--- config.mk ---
export PLATFORM = sky130hd
export DESIGN_NAME = if_batch_fetch
export DESIGN_NICKNAME = d
export VERILOG_FILES = /design/src/rtl/if_batch_fetch.sv
export SDC_FILE = /design/constraint.sdc
export NUM_CORES = 1
export LEC_CHECK = 0
export ABC_AREA = 1
export CORE_ASPECT_RATIO = 0.5
export CORE_MARGIN = 5
export CORE_UTILIZATION = 30
export CTS_BUF_LIST = sky130_fd_sc_hd__clkbuf_4 sky130_fd_sc_hd__clkbuf_8 sky130_fd_sc_hd__clkbuf_16
export DETAILED_ROUTE_END_ITERATION = 8
export GPL_TIMING_DRIVEN = 0
export PLACE_DENSITY_LB_ADDON = 0.15
export SYNTH_ARGS = -nofsm -noshare
export SYNTH_HDL_FRONTEND = slang
export SYNTH_SLANG_ARGS = --single-unit
--- constraint.sdc ---
create_clock -name clk -period 8.6 [get_ports clk]
set_input_delay 1.72 -clock clk [delete_from_list [all_inputs] [get_ports clk]]
set_output_delay 1.72 -clock clk [all_outputs]
set_load 0.02 [all_outputs]
--- src/rtl/if_batch_fetch.sv ---
// Instruction-fetch front end: batch-aligned I$ requests, a small response FIFO
// toward decode, and redirect handling that flushes the FIFO and drops stale responses.
//
// state  | meaning
// WARMUP | idle after reset until the warmup down-counter expires
// FETCH  | request the current batch when the FIFO has room
// WAIT   | one request accepted, waiting for its response
// DROP   | response still pending for a request issued before a redirect
module if_batch_fetch #(
    parameter int                    ADDR_WIDTH    = 32,
    parameter int                    INST_WIDTH    = 32,
    parameter int                    BATCH         = 2,
    parameter int                    FIFO_DEPTH    = 2,
    parameter logic [ADDR_WIDTH-1:0] RESET_PC      = 32'h8000_0000,
    parameter int                    WARMUP_CYCLES = 2
) (
    input  logic                        clk,
    input  logic                        rst_n,
    input  logic                        redirect_valid,
    input  logic [ADDR_WIDTH-1:0]       redirect_pc,
    output logic                        imem_req_valid,
    output logic [ADDR_WIDTH-1:0]       imem_req_addr,
    input  logic                        imem_req_ready,
    input  logic                        imem_rsp_valid,
    input  logic [BATCH*INST_WIDTH-1:0] imem_rsp_data,
    output logic                        out_valid,
    output logic [BATCH*INST_WIDTH-1:0] out_inst,
    output logic [BATCH-1:0]            out_mask,
    output logic [ADDR_WIDTH-1:0]       out_pc,
    input  logic                        out_ready
);

    localparam int DW      = BATCH * INST_WIDTH;
    localparam int B_BYTES = BATCH * 4;
    localparam int PTR_W   = (FIFO_DEPTH > 1) ? $clog2(FIFO_DEPTH) : 1;
    localparam int CNT_W   = $clog2(FIFO_DEPTH + 1);
    localparam int WCNT_W  = (WARMUP_CYCLES > 0) ? $clog2(WARMUP_CYCLES + 1) : 1;
    localparam logic [ADDR_WIDTH-1:0] OFF_MASK = ADDR_WIDTH'(B_BYTES - 1);

    typedef enum logic [1:0] {
        S_WARMUP = 2'd0,
        S_FETCH  = 2'd1,
        S_WAIT   = 2'd2,
        S_DROP   = 2'd3
    } state_t;

    localparam state_t RESET_STATE = (WARMUP_CYCLES == 0) ? S_FETCH : S_WARMUP;

    state_t                  state, state_nxt;
    logic [ADDR_WIDTH-1:0]   pc;
    logic [ADDR_WIDTH-1:0]   base;
    logic [WCNT_W-1:0]       warm_cnt;
    logic [BATCH-1:0]        lane_mask;
    logic [ADDR_WIDTH-1:0]   req_base;
    logic [BATCH-1:0]        req_mask;

    logic [DW-1:0]           fifo_data [FIFO_DEPTH];
    logic [BATCH-1:0]        fifo_mask [FIFO_DEPTH];
    logic [ADDR_WIDTH-1:0]   fifo_base [FIFO_DEPTH];
    logic [PTR_W-1:0]        wr_ptr, rd_ptr;
    logic [CNT_W-1:0]        count;

    logic fifo_full;
    logic req_fire;
    logic push;
    logic pop;

    function automatic logic [PTR_W-1:0] ptr_inc(input logic [PTR_W-1:0] p);
        return (p == PTR_W'(FIFO_DEPTH - 1)) ? '0 : p + PTR_W'(1);
    endfunction

    assign base      = pc & ~OFF_MASK;
    assign fifo_full = (count == CNT_W'(FIFO_DEPTH));

    // A lane is valid when its address is at or beyond pc (redirect into mid-batch).
    always_comb begin
        lane_mask = '0;
        for (int i = 0; i < BATCH; i++) begin
            lane_mask[i] = ((base | ADDR_WIDTH'(4 * i)) >= pc);
        end
    end

    assign imem_req_valid = (state == S_FETCH) && !fifo_full && !redirect_valid;
    assign imem_req_addr  = base;
    assign req_fire       = imem_req_valid && imem_req_ready;
    assign push           = (state == S_WAIT) && imem_rsp_valid && !redirect_valid;
    assign out_valid      = (count != '0);
    assign pop            = out_valid && out_ready && !redirect_valid;

    assign out_inst = out_valid ? fifo_data[rd_ptr] : '0;
    assign out_mask = out_valid ? fifo_mask[rd_ptr] : '0;
    assign out_pc   = out_valid ? fifo_base[rd_ptr] : '0;

    always_comb begin
        state_nxt = state;
        case (state)
            S_WARMUP: if (warm_cnt <= WCNT_W'(1)) state_nxt = S_FETCH;
            S_FETCH:  if (req_fire) state_nxt = S_WAIT;
            S_WAIT: begin
                if (imem_rsp_valid)      state_nxt = S_FETCH;
                else if (redirect_valid) state_nxt = S_DROP;
            end
            S_DROP:   if (imem_rsp_valid) state_nxt = S_FETCH;
            default:  state_nxt = RESET_STATE;
        endcase
    end

    always_ff @(posedge clk or negedge rst_n) begin
        if (!rst_n) begin
            state    <= RESET_STATE;
            pc       <= RESET_PC;
            warm_cnt <= WCNT_W'(WARMUP_CYCLES);
            req_base <= '0;
            req_mask <= '0;
        end else begin
            state <= state_nxt;
            if (state == S_WARMUP) warm_cnt <= warm_cnt - WCNT_W'(1);
            if (redirect_valid) begin
                pc <= redirect_pc;
            end else if (req_fire) begin
                pc       <= base + ADDR_WIDTH'(B_BYTES);
                req_base <= base;
                req_mask <= lane_mask;
            end
        end
    end

    always_ff @(posedge clk or negedge rst_n) begin
        if (!rst_n) begin
            wr_ptr <= '0;
            rd_ptr <= '0;
            count  <= '0;
        end else if (redirect_valid) begin
            wr_ptr <= '0;
            rd_ptr <= '0;
            count  <= '0;
        end else begin
            if (push) wr_ptr <= ptr_inc(wr_ptr);
            if (pop)  rd_ptr <= ptr_inc(rd_ptr);
            case ({push, pop})
                2'b10:   count <= count + CNT_W'(1);
                2'b01:   count <= count - CNT_W'(1);
                default: count <= count;
            endcase
        end
    end

    // Storage needs no reset: the read side is gated by out_valid.
    always_ff @(posedge clk) begin
        if (push) begin
            fifo_data[wr_ptr] <= imem_rsp_data;
            fifo_mask[wr_ptr] <= req_mask;
            fifo_base[wr_ptr] <= req_base;
        end
    end

endmodule
==> impl_metrics.toml, run 1 <==
[status]
outcome = "completed"

[sta]
maxSlewViolCount = 0
grt_setup_unrepaired = "no"
relSlewSlack_pct = 48.2
fin_setup_tns_ps = 0
tightest_slew_ps = 776
post-route-period-util_pct = 51.8
finalCriticalPeriod_ps = 4450
skew_ps = 10.7
clock.fmax_mhz = 225
worst_slack_ps = 4150
setup_viol = 0
hold_violations = 0

[setup_path]
cp.arrival_ps = 2730
critPathCaptureType = "primary output"
crit_required_ps = 6880
cp_max_fo = 9
setup.worst_path.class = "input pin to primary output"
cp-start-kind = "input pin"

[floorplan]
dieArea_mm2 = 0.0419
core_mm2 = 0.0373
design.portCount = 234
rows = 50
die_h_um = 147
start_util_pct = 30.3
die_x_um = 285

[drt]
drt_iter0_drc = 555
vias = 8459
drtAntennaViolNets = 0
first_pass_iters = 5
wl_um = 32300
post_drt_wl_per_cell_um = 17.0
drc = 0
vias_per_cell = 4.45

[placement]
port_buffers = 226
gp_congestion = 0.844
preCtsSetupSlack_ps = 4130
dp_hpwl_um = 23700

[global_routing]
overflow = 0
grt_pass1_vias = 8534
grt_antenna_before_repair = 1
grtUsageMet2_pct = 27.6
grt_pass1_wl_um = 50400
grt_max_degree = 57
grt_usage_pct = 15.1
grt_use_met3_pct = 2.60
top_usage_layer = "met2"
use_met1_pct = 19.1

[logic_synthesis]
syn_inst = 1119
synth-seq-cells = 261
synthTopCellsByArea = "edfxtp_1 (50%), dfrtp_1 (15%), nand2_1 (13%)"
synth.distinct_cells = 29
synth-seq-area-share_pct = 66.2
synth_top_area_share_pct = 50.4
synth_area_per_cell_um2 = 10.1
synthesis.area_mm2 = 0.0113
synth_top_cell_by_area = "edfxtp_1"
yosysWarningCount = 0

[power_and_ir_drop]
p_leak_nw = 6.02
powerDensity_mw_per_mm2 = 281
ir_drop_v = 0.000136

[finish]
fin_nets = 1494
syn2layout_area_growth_pct = 35.1
drive_gt1_share_pct = 9.68

[clocking]
hold_buffers = 0
post-cts-setup-buffer-count = 0
worstSkewPairLatency_ps = 540
ctsRootBufferMaster = "clkbuf_16"
ctsHtreeMaxLevel = 1
cts_buffers = 26
post_cts_resized = 0
clk_pin_slew_ps = 60
cts_tree = "done"
cts.sinks = 261
clockBufferDepth = 3

[flow_run]
maxCapViolations = 0

[min_path]
min_path_type = "flip-flop to flip-flop"
synth_stat cells:
cell      instances
nand2_1         392
edfxtp_1        190
a21oi_1          98
inv_1            70
dfrtp_1          69
nor2_1           64
nand3_1          62
o21ai_0          45
buf_4            41
buf_2            21
clkbuf_1         20
o21ai_1          11
ha_1              7
nand3b_1          4
inv_2             3
nand2_2           3
nor2_2            3
dfstp_2           2
nor2_4            2
o211ai_1          2
xor2_1            2
buf_1             1
buf_6             1
conb_1            1
nand3_4           1
nor3_1            1
nor3b_1           1
o22ai_1           1
or2_2             1
cells by family after synthesis:
kind of cell / synth area share (%)
buffers and inverters: 6.87
DFF: 66.2
xor gates and xnor gates: 0.155
and+or+nand+nor: 19.0
adders and majority gates: 0.774
other: 0.0332
AOI/OAI and AO/OA: 7.00
final timing paths:
kind	from	end	slack, ps	cells past startpoint
setup / recovery	redirect_valid	imem_req_valid	4150	5
hold / removal	req_base[9]	fifo_base[1][6]	480	0
setup reg to reg	state[0]	fifo_data[0][49]	6030	8
hold reg to reg	req_base[9]	fifo_base[1][6]	480	0
max in group asynchronous	rst_n	warm_cnt[1]	6940	2
min in group asynchronous	rst_n	pc[23]	1050	1
metal layers:
metal	part of all wire [%]	wire, um	vias up
li1	-	-	4213
met1	43	14000	4090
met2	52	16800	118
met3	2.8	899	38
met4	1.8	586	0
met5	0	0	-
placed cells by master, fill, tap and decap left out, drive strengths merged, types with 7 or more instances in the layout:
cell	synthesis	routed
a21oi	98	98
buf	64	72
clkbuf	20	58
clkdlybuf4s50	0	225
dfrtp	69	69
edfxtp	190	190
ha	7	7
inv	73	73
nand2	395	395
nand3	63	63
nor2	69	69
o21ai	56	56
layout make-up:
| type | instances | area (um^2) |
|---|---|---|
| Multi-Input combinational cell | 706 | 3080 |
| Tap cell | 494 | 618 |
| Clock inverter | 10 | 105 |
| Fill cell | 3633 | 22000 |
| Antenna cell | 1 | 2.50 |
| Inverter | 73 | 274 |
| Timing Repair Buffer | 233 | 2420 |
| Sequential cell | 261 | 7480 |
| Clock buffer | 38 | 783 |
| Buffer | 84 | 503 |
through the flow:
step / util (%) / cell area, um^2 / instances / total power [mW] / hold slack (ps)
2_1_floorplan: - / 11300 / 1124 / 2.44 / 442
5_1_grt: 41.0 / 15300 / 1900 / 4.54 / 487
3_5_place_dp: 38.6 / 14400 / 1851 / 3.17 / 463
4_1_cts: 41.0 / 15300 / 1899 / 4.36 / 480
3_3_place_gp: 38.1 / 14200 / 1844 / 3.15 / 458
6_report: 41.0 / 15300 / 1900 / 4.29 / 477
report_power, final:
part | internal (mW) | total (mW) | switching (mW)
Clock | 0.693 | 1.18 | 0.483
Combinational | 0.592 | 1.44 | 0.852
Sequential | 1.54 | 1.67 | 0.132
Total | 2.82 | 4.29 | 1.47
state kept, by name, summed over array words and instances (netlist names):
register	cells
fifo_data	128
fifo_base	58
state	2
rd_ptr	1
req_base	29
req_mask	2
pc	32
count	2
warm_cnt	2
wr_ptr	1
fifo_mask	4
critical path, stage by stage:
cell and delay [ps]:
buf_4 170, nor2_4 140, nand2_1 60, inv_1 50, clkdlybuf4s50_1 590
No activity file was read; power rests on OpenSTA's default activity.
==> run 2, diff against run 1 <==
==> constraint.sdc (replaced) <==
create_clock -name clk -period 4.15 [get_ports clk]
set_input_delay 0.83 -clock clk [delete_from_list [all_inputs] [get_ports clk]]
set_output_delay 0.83 -clock clk [all_outputs]
set_load 0.02 [all_outputs]
==> run 2 against run 1 <==
  * Hold slack worse by 230 ps
  * Register-to-register slack worse by 4300 ps
  * Clock-buffer cell count did not move
  * Cell area fell by 0.14%
  * Die area stayed put
  * Combinational power increased by 110%
  * Critical endpoint is now out_pc[21]
  * Largest power group unchanged
==> impl_metrics.toml, run 2 (synthesized netlist as in run 1, its figures left out) <==
[status]
outcome = "completed"

[finish]
largest_register = "fifo_data"
drive_gt1_share_pct = 9.46
fin_nets = 1495
layout_commonest_cell = "nand2_1"
largest_reg_flops = 128
syn2layout_area_growth_pct = 34.9
mostFrequentLayoutCells = "nand2_1 (392), clkdlybuf4s50_1 (225), edfxtp_1 (190)"
largestRegisters = "fifo_data (128), fifo_base (58), pc (32)"
postLayoutCoreUtil_pct = 40.9

[clocking]
post-cts-setup-buffer-count = 0
cts_buffers = 27
worstSkewPairLatency_ps = 530
cts.sinks = 261
clk_pin_slew_ps = 60
clockBufferDepth = 3
cts_tree = "done"
hold_buffers = 0
post_cts_resized = 0
ctsRootBufferMaster = "clkbuf_16"
ctsHtreeMaxLevel = 1

[drt]
first_pass_iters = 5
wl_um = 32100
vias = 8423
vias_per_cell = 4.43
drc = 0
drtAntennaViolNets = 0
drt_iter0_drc = 482
post_drt_wl_per_cell_um = 16.8

[sta]
hold_violations = 0
relSlewSlack_pct = 58.7
setup_viol = 0
grt_setup_unrepaired = "no"
hold_ws_ps = 252
post-route-period-util_pct = 84.9
tightest_slew_ps = 620
maxSlewViolCount = 0
finalCriticalPeriod_ps = 3530
clock.fmax_mhz = 284
skew_ps = 13.7

[power_and_ir_drop]
seqPwrFrac_pct = 39.0
p_int_mw = 5.84
powerDensity_mw_per_mm2 = 582
pwr-share-clk_pct = 27.3
p_leak_nw = 6.01
ir_drop_v = 0.000259
swShare_pct = 34.2
pwr-share-comb_pct = 33.7
p_switching_mw = 3.03

[global_routing]
grt_max_degree = 38
grt_pass1_vias = 8506
grt_antenna_before_repair = 3
grt_pass1_wl_um = 49000
overflow = 0
grt_usage_pct = 14.8

[setup_path]
r2r_slack_ps = 1730
critPathCaptureType = "primary output"
cp-start-kind = "flip-flop"
crit_required_ps = 3320
cp_max_fo = 10
reg2reg_to = "fifo_data[0][0]"
setup.worst_path.class = "flip-flop to primary output"
r2r_cells = 8
r2r-start = "state[0]"
cp.arrival_ps = 2700

[floorplan]
die_x_um = 285
die_h_um = 147
start_util_pct = 30.3
design.portCount = 234
core_mm2 = 0.0373
rows = 50
dieArea_mm2 = 0.0419

[min_path]
min_path_type = "input pin to asynchronous set/reset pin"

[flow_run]
maxCapViolations = 0

[placement]
port_buffers = 226
gp_congestion = 0.831
dp_hpwl_um = 23700
[run 2: stage by stage]
| stage | setup TNS [ps] | setup slack (ps) | cells | instance area [um^2] | total power [mW] |
|---|---|---|---|---|---|
| floorplan | 0 | 875 | 1124 | 11300 | 5.05 |
| detailed placement | 0 | 1110 | 1851 | 14400 | 6.56 |
| CTS | 0 | 515 | 1900 | 15200 | 9.01 |
| global placement | -68480 | -320 | 1844 | 14200 | 6.51 |
| global route | 0 | 432 | 1903 | 15300 | 9.38 |
| finish | 0 | 625 | 1903 | 15300 | 8.87 |
[run 2: power groups by stage]
stage	registers, mW	logic [mW]	clock network [mW]
2_1_floorplan	3.40	1.65	0
3_3_place_gp	3.50	3.01	0
3_5_place_dp	3.51	3.05	0
4_1_cts	3.46	3.06	2.49
5_1_grt	3.50	3.28	2.60
6_report	3.46	2.99	2.42
[run 2: how the worst max path moves through the flow]
stage | startpoint | endpoint | slack, ps | cells past startpoint
global placement | rst_n | req_base[5] | -320 | 1
floorplan | redirect_valid | fifo_base[0][0] | 880 | 6
global route | rd_ptr | out_pc[21] | 430 | 7
finish | rd_ptr | out_pc[21] | 620 | 7
detailed placement | rd_ptr | out_pc[20] | 1110 | 7
CTS | rd_ptr | out_pc[20] | 510 | 7
[run 2: critical path: stages (launching register included)]
cell             delay (ps)
dfrtp_1                 360
buf_4                   160
inv_2                   140
buf_2                   270
buf_2                   270
nand2_1                  70
a21oi_1                 220
clkdlybuf4s50_1         670
[run 2: per-layer routing]
| layer | global-route usage [%] | part of all wire (%) | up-vias |
|---|---|---|---|
| met1 | 18.2 | 43 | 4061 |
| met2 | 26.8 | 52 | 111 |
| met4 | 4.33 | 2.4 | 0 |
| li1 | - | - | 4206 |
| met5 | 0 | 0 | - |
| met3 | 2.47 | 3.0 | 45 |
[run 2: layout make-up]
class | count | area [um^2]
tap | 494 | 618
clock inverter | 11 | 108
multi-input combinational | 706 | 3080
timing repair buffer | 233 | 2400
buffer | 84 | 503
sequential | 261 | 7480
inverter | 73 | 274
clock buffer | 38 | 777
antenna | 3 | 7.51
fill | 3645 | 22000
